==> src/rtl/decode_writeback.sv <==
// rtl/decode_writeback.sv - Y86-64 SEQ decode/write-back stage with 15-entry register file and sticky halt latch
module decode_writeback #(
    parameter int         NREGS  = 15,
    parameter logic [3:0] RSP_ID = 4'd4
) (
    input  logic        clk,
    input  logic        rst_n,
    input  logic [3:0]  icode,
    input  logic [3:0]  ifun,
    input  logic [3:0]  rA,
    input  logic [3:0]  rB,
    input  logic        cnd,
    input  logic [63:0] valE,
    input  logic [63:0] valM,
    input  logic        wb_en,
    output logic [63:0] valA,
    output logic [63:0] valB,
    output logic [3:0]  dstE,
    output logic [3:0]  dstM,
    output logic        halted,
    input  logic [3:0]  dbg_addr,
    output logic [63:0] dbg_data
);

    // Register ID meaning "no register"; never stored in the file.
    localparam logic [3:0] R_NONE = 4'hF;

    localparam logic [3:0] I_HALT   = 4'h0;
    localparam logic [3:0] I_RRMOVQ = 4'h2;
    localparam logic [3:0] I_IRMOVQ = 4'h3;
    localparam logic [3:0] I_RMMOVQ = 4'h4;
    localparam logic [3:0] I_MRMOVQ = 4'h5;
    localparam logic [3:0] I_OPQ    = 4'h6;
    localparam logic [3:0] I_CALL   = 4'h8;
    localparam logic [3:0] I_RET    = 4'h9;
    localparam logic [3:0] I_PUSHQ  = 4'hA;
    localparam logic [3:0] I_POPQ   = 4'hB;

    logic [63:0] regs [0:NREGS-1];
    logic [3:0]  src_a;
    logic [3:0]  src_b;
    logic [3:0]  dst_e;
    logic [3:0]  dst_m;
    logic        commit;

    // The function code only distinguishes cmov variants, which execute already folds into cnd.
    logic        ifun_unused;
    assign ifun_unused = ^ifun;

    // Source register selection from the instruction code.
    always_comb begin
        src_a = R_NONE;
        src_b = R_NONE;
        case (icode)
            I_RRMOVQ: src_a = rA;
            I_RMMOVQ: begin src_a = rA;     src_b = rB;     end
            I_MRMOVQ: src_b = rB;
            I_OPQ:    begin src_a = rA;     src_b = rB;     end
            I_CALL:   src_b = RSP_ID;
            I_RET:    begin src_a = RSP_ID; src_b = RSP_ID; end
            I_PUSHQ:  begin src_a = rA;     src_b = RSP_ID; end
            I_POPQ:   begin src_a = RSP_ID; src_b = RSP_ID; end
            default:  ;
        endcase
    end

    // Destination register selection; a not-taken cmov suppresses its E-port write.
    always_comb begin
        dst_e = R_NONE;
        dst_m = R_NONE;
        case (icode)
            I_RRMOVQ: dst_e = cnd ? rB : R_NONE;
            I_IRMOVQ: dst_e = rB;
            I_MRMOVQ: dst_m = rA;
            I_OPQ:    dst_e = rB;
            I_CALL:   dst_e = RSP_ID;
            I_RET:    dst_e = RSP_ID;
            I_PUSHQ:  dst_e = RSP_ID;
            I_POPQ:   begin dst_e = RSP_ID; dst_m = rA; end
            default:  ;
        endcase
    end

    assign dstE   = dst_e;
    assign dstM   = dst_m;
    assign commit = wb_en && !halted;

    // Combinational reads of pre-edge contents; ID F and reset both read as zero.
    always_comb begin
        valA     = 64'd0;
        valB     = 64'd0;
        dbg_data = 64'd0;
        if (rst_n) begin
            if (src_a != R_NONE)    valA     = regs[src_a];
            if (src_b != R_NONE)    valB     = regs[src_b];
            if (dbg_addr != R_NONE) dbg_data = regs[dbg_addr];
        end
    end

    // Register file commit; the M port takes priority when both ports target the same register.
    always_ff @(posedge clk or negedge rst_n) begin
        if (!rst_n) begin
            for (int i = 0; i < NREGS; i++) begin
                regs[i] <= 64'd0;
            end
        end else if (commit) begin
            for (int i = 0; i < NREGS; i++) begin
                if (dst_m == 4'(i)) begin
                    regs[i] <= valM;
                end else if (dst_e == 4'(i)) begin
                    regs[i] <= valE;
                end
            end
        end
    end

    // Sticky halt latch, set by a committed halt and cleared only by reset.
    always_ff @(posedge clk or negedge rst_n) begin
        if (!rst_n) begin
            halted <= 1'b0;
        end else if (commit && (icode == I_HALT)) begin
            halted <= 1'b1;
        end
    end

endmodule

==> config.mk <==
export PLATFORM = sky130hd
export DESIGN_NAME = decode_writeback
export DESIGN_NICKNAME = d
export VERILOG_FILES = /design/src/rtl/decode_writeback.sv
export SDC_FILE = /design/constraint.sdc
export NUM_CORES = 2
export LEC_CHECK = 0
export CAP_MARGIN = 20
export CORE_ASPECT_RATIO = 1.5
export CORE_UTILIZATION = 40
export CTS_BUF_LIST = sky130_fd_sc_hd__clkbuf_16
export CTS_CLUSTER_DIAMETER = 100
export DETAILED_ROUTE_END_ITERATION = 8
export HOLD_SLACK_MARGIN = 0.15
export PLACE_DENSITY_LB_ADDON = 0.1
export SYNTH_ARGS = -nofsm -noshare
export SYNTH_HDL_FRONTEND = slang
export SYNTH_SLANG_ARGS = --single-unit
export TNS_END_PERCENT = 100
==> constraint.sdc <==
create_clock -name clk -period 4 [get_ports clk]
set_clock_uncertainty 0.2 [all_clocks]
set_input_delay 0.8 -clock clk [delete_from_list [all_inputs] [get_ports clk]]
set_output_delay 0.8 -clock clk [all_outputs]
set_load 0.005 [all_outputs]
== Word-level counts from Yosys, hierarchy flattened ==
Cells that the tools add are included.
Word-level totals
  register bits after elaboration: 961
  bits in latches: 0
  bits in writable memories: 0
  memory bits (read-only): 0
  input port bits: 152
  output and inout bits: 201
  word-level logic and storage cells: 154
  memories: 0
Operators by class
  add/sub/neg operators: 0
  $mul: 0
  divide/modulo/power cells: 0
  magnitude comparators: 3
  eq/ne operators: 40
  shift-type cells: 0
  muxes and demuxes: 50
  bitwise gates (word level): 3
  reduce and logical (&&, ||, !) cells: 42
Operators by type and width (number)
  64-bit 2-to-1 mux: 42
  64-bit binary-select mux with 4-bit select: 3
  4-bit == test (second input constant): 18
  4-bit by 3-bit == test with 1-bit output (second input constant): 11
  2-bit AND reduction: 15
  2-bit nonzero test: 15
  4-bit by 2-bit == test with 1-bit output (second input constant): 6
  4-bit one-hot mux with 2 select lines: 2
  5-bit >= comparator (second input constant): 3
  4-bit NOT with 5-bit output: 3
  4-bit logical NOT: 3
  4-bit != test (second input constant): 3
  4-bit one-hot mux with 3 select lines: 1
  4-bit by 1-bit == test with 1-bit output (second input constant): 2
  4-bit 2-to-1 mux: 2
  4-bit OR reduction: 2
  2-bit OR reduction: 3
  3-bit OR reduction: 1
  1-bit logical AND: 2
  1-bit logical NOT: 1

== Depth between registers and ports, before layout ==
  depth in word-level cells: 9
  mapped depth: 11
  mapped depth without buffers: 6

== Worst setup path before layout ==
No wires, ideal clock.
  kind: input to output
  start point: input port dbg_addr[0]
  end point: output port dbg_data[28]
  data arrival time: 2.870 ns
  required time: 3.000 ns
  setup slack: 0.130 ns
  cell stages on the path: 6
  path buffers: 3
  cell sequence: buf_2 buf_2 buf_1 mux4_2 mux4_2 nor2b_1
Between the ends
  longest elaborated chain between the ends: 6
  elaborated cells between the ends (all ways): 7
  classes of those cells: eq/ne: 1; mux: 5; bitwise: 1
Ends and longest elaborated chain
  start, declared: line 21  | input logic [3:0] dbg_addr,
  4-bit NOT with 5-bit output (implied by the code): line 96  | if (dbg_addr != R_NONE) dbg_data = regs[dbg_addr];
  64-bit binary-select mux with 4-bit select: line 96
  64-bit 2-to-1 mux (implied by the code) (2 in series): line 96
  64-bit 2-to-1 mux (*): line 96
  64-bit 2-to-1 mux (*): line 93  | if (rst_n) begin
  end, declared: line 22  | output logic [63:0] dbg_data
Mark *: on every way between the ends. The rest lies on a longest branch, timed or not. The select of a mux whose other input is x is not followed.

== Final worst setup path ==
  start point: input port icode[2]
  end point: output port valB[56]
Between the ends
  longest elaborated chain between the ends: 9
  elaborated cells between the ends (all ways): 17
  classes of those cells: eq/ne: 8; mux: 6; bitwise: 1; reduce/logical: 2
Ends and longest elaborated chain
  start, declared: line 8  | input logic [3:0] icode,
  4-bit == test / 4-bit by 3-bit == test with 1-bit output (equally long branches): line 54  | case (icode)
  4-bit OR reduction (no line) / 3-bit OR reduction (equally long branches)
  4-bit one-hot mux with 2 select lines (*): line 54
  4-bit NOT with 5-bit output (implied by the code): line 95  | if (src_b != R_NONE) valB = regs[src_b];
  64-bit binary-select mux with 4-bit select: line 95
  64-bit 2-to-1 mux (implied by the code) (2 in series): line 95
  64-bit 2-to-1 mux (*): line 95
  64-bit 2-to-1 mux (*): line 93
  end, declared: line 17  | output logic [63:0] valB,
Marked as above.

==> flow_summary.toml <==
[hold_path]
min_path_cells = 2
whs_endpoint = "regs[107]$_DFFE_PN0P_"
hold_start = "regs[107]$_DFFE_PN0P_"
hold_path.class = "flop to flop"

[power]
p_per_area_nw_per_um2 = 380.6
switching_share = 0.3660
pwr-share-comb = 0.338
clkPwrFrac = 0.281
peakVddDrop_v = 0.0003606
switchingPower_w = 0.01436
p_seq_frac = 0.381
cellInternalPower_w = 0.02487
leakagePower_nw = 41.92

[clock_network]
path_clk_slew_ps = 60
clockBufferDepth = 3
cts-htree-levels = 3
clk_latency_ps = 790
cts.sinks = 961
cts-buffers-inserted = 108
cts_root_buffer = "clkbuf_16"
cts_tree = "built"

[route]
drt_iter0_drc = 13450
first_pass_iters = 9
wl_um = 447400
drt.antenna.violating_nets = 0
viasPerCell = 7.575
drcViolationCount = 7
vias = 82540
wl_per_cell_um = 41.06

[yosys]
synth_cell_types = 84
yosysTopAreaCellShare = 0.3285
yosys_warnings = 0
ys_seq_elements = 961
synth_edf_count = 0
synth_ff_type = "dfrtp_1"
synth_area_um2 = 73210
syn_nets = 7641
ys_seq_area_frac = 0.3285
synth_async_sr_flop_share = 1.000
synthTopCellsByArea = "dfrtp_1 33%, mux2_2 15%, mux4_2 7.9%"
syn_avg_cell_area_um2 = 9.776
syn_inst = 7489
synth_area_leader_cell = "dfrtp_1"

[timing]
worst_pin_slew_ps = 1273
worst_slack_ps = -318.0
setup_viol = 134
whs_ps = 344.2
hold_viol = 0
max_freq_mhz = 231.6
slew_violations = 0
finalSetupTns_ps = -24510
maxSlewHeadroom = 0.1515
finalCritPeriodShare = 1.080
rsz0062_at_grt = "true"
layout_min_cycle_time_ps = 4318

[floorplan]
coreArea_um2 = 182100
rows = 192
die_h_um = 526.0
ios = 353
start_util = 0.4021
die_width_um = 351.3
die_area_um2 = 184800

[setup_path]
endpoint_kind = "output port"
worstPathRequired_ps = 3000
arrival_ps = 3320
r2r_cells = 7
crit_path_max_fanout = 6
regToRegStartpoint = "halted$_DFFE_PN0P_"
rrSetupSlack_ps = 1210
startpoint_type = "primary input"
criticalPathCategory = "primary input to output port"
reg2reg_to = "regs[311]$_DFFE_PN0P_"

[layout]
syn2layout_area_growth_pct = 40.77
fin_cells = 10900
fin_area_um2 = 103100
fillers = 15640
drive_gt1_frac = 0.4363
layout_common_cells = "961 x dfrtp_1, 923 x mux2_2, 644 x buf_4"
fin_util = 0.5660
final_common_cell = "dfrtp_1"
nNetsFinal = 8510

[status]
violations = "design-rule violations, negative setup slack"
status = "finished with violations"

[place]
dp.cells = 10160
place_area_um2 = 87410
dp_hpwl_um = 274100
gp_congestion = 0.9715
io_buffers = 348

[global_routing]
grt_max_degree = 145
grt_pass1_wl_um = 619100
grtUsageTotal = 0.4686
overflow = 0
antenna_found_initial = 29
grt_pass1_vias = 79930

[flow_run]
max-cap-violations = 0
final cells by class:
class,count,area (um^2),share of cell area
multi-input combinational,5247,48930,0.4748
sequential,961,24050,0.2333
timing repair buffer,1779,22330,0.2167
tap,2425,3034,0.02944
clock buffer,111,2778,0.02695
inverter,261,979.7,0.009506
clock inverter,90,895.9,0.008693
antenna,22,55.05,0.0005342
how the worst max path moves through the flow:
| stage | from | end | slack (ps) | cells after the start |
|---|---|---|---|---|
| after global routing | icode[2] | valA[50] | -360 | 15 |
| after CTS | icode[2] | valB[37] | -270 | 16 |
| final | icode[2] | valB[56] | -320 | 15 |
| after global placement | icode[1] | valA[8] | -1920 | 12 |
| after floorplan | dbg_addr[0] | dbg_data[28] | 130 | 6 |
| after detailed placement | icode[3] | valB[63] | -1470 | 11 |
power groups by stage:
| stage | registers [W] | logic (W) | clock network, W |
|---|---|---|---|
| 2_1_floorplan | 0.0136 | 0.00671 | 0 |
| 3_3_place_gp | 0.0146 | 0.0106 | 0 |
| 3_5_place_dp | 0.0147 | 0.0108 | 0 |
| 4_1_cts | 0.0146 | 0.0122 | 0.0110 |
| 5_1_grt | 0.0150 | 0.0137 | 0.0114 |
| 6_report | 0.0149 | 0.0133 | 0.0110 |
cells in the mapped netlist (all sizes together), types with 62 or more instances:
| master | n |
|---|---|
| nor4 | 76 |
| a221oi | 197 |
| o22ai | 269 |
| nand2 | 267 |
| nor3b | 189 |
| o21ai | 268 |
| a22o | 64 |
| o211ai | 64 |
| buf | 302 |
| a221o | 119 |
| o21a | 132 |
| or4 | 116 |
| o221ai | 71 |
| nor2 | 499 |
| o22a | 64 |
| a211oi | 64 |
| a32oi | 244 |
| dfrtp | 961 |
| inv | 261 |
| a21oi | 510 |
| o311ai | 62 |
| clkbuf | 718 |
| mux2i | 70 |
| mux2 | 954 |
| nor2b | 72 |
| a311oi | 64 |
| a31oi | 68 |
| o32a | 135 |
| o31ai | 68 |
| a2bb2oi | 128 |
| mux4 | 256 |
metal layers:
metal,wire (um),track usage
met4,47830,0.4060
met5,135,0
met3,55720,0.1418
met1,153700,0.5562
met2,190000,0.6843
logic make-up after synthesis:
logic type      share of synthesized area
compound gates                     0.2726
simple gates                      0.09095
flops                              0.3285
buf+inv                           0.07292
mux                                0.2351
worst max-delay path, cell delays in order:
cell	delay, ps
buf_12	110
buf_6	110
nand2b_4	90
buf_6	140
o31ai_4	240
buf_12	160
buf_12	120
buf_16	160
buf_6	110
buf_8	110
a221oi_2	50
or4_1	540
a32oi_1	240
buf_4	200
buf_6	100
registers in the layout, summed over array words and instances, names as in the netlist:
signal  flops
regs      960
halted      1
stage by stage:
stage               power [W]  setup slack [ps]
finish                0.03923            -318.0
global route          0.04014            -359.6
CTS                   0.03787            -271.5
detailed placement    0.02547             -1467
global placement      0.02524             -1917
floorplan             0.02027             129.6
what timing repair did:
item / CTS / global route
buffers inserted: 390 / 188
hold endpoints to repair: 41 / 0
gates cloned: 54 / 8
gates resized for setup: 1434 / 480
hold buffers: 2 / 0
pin swaps: 308 / 279
setup endpoints to repair: 191 / 163
No activity file was read; power rests on OpenSTA's default activity.
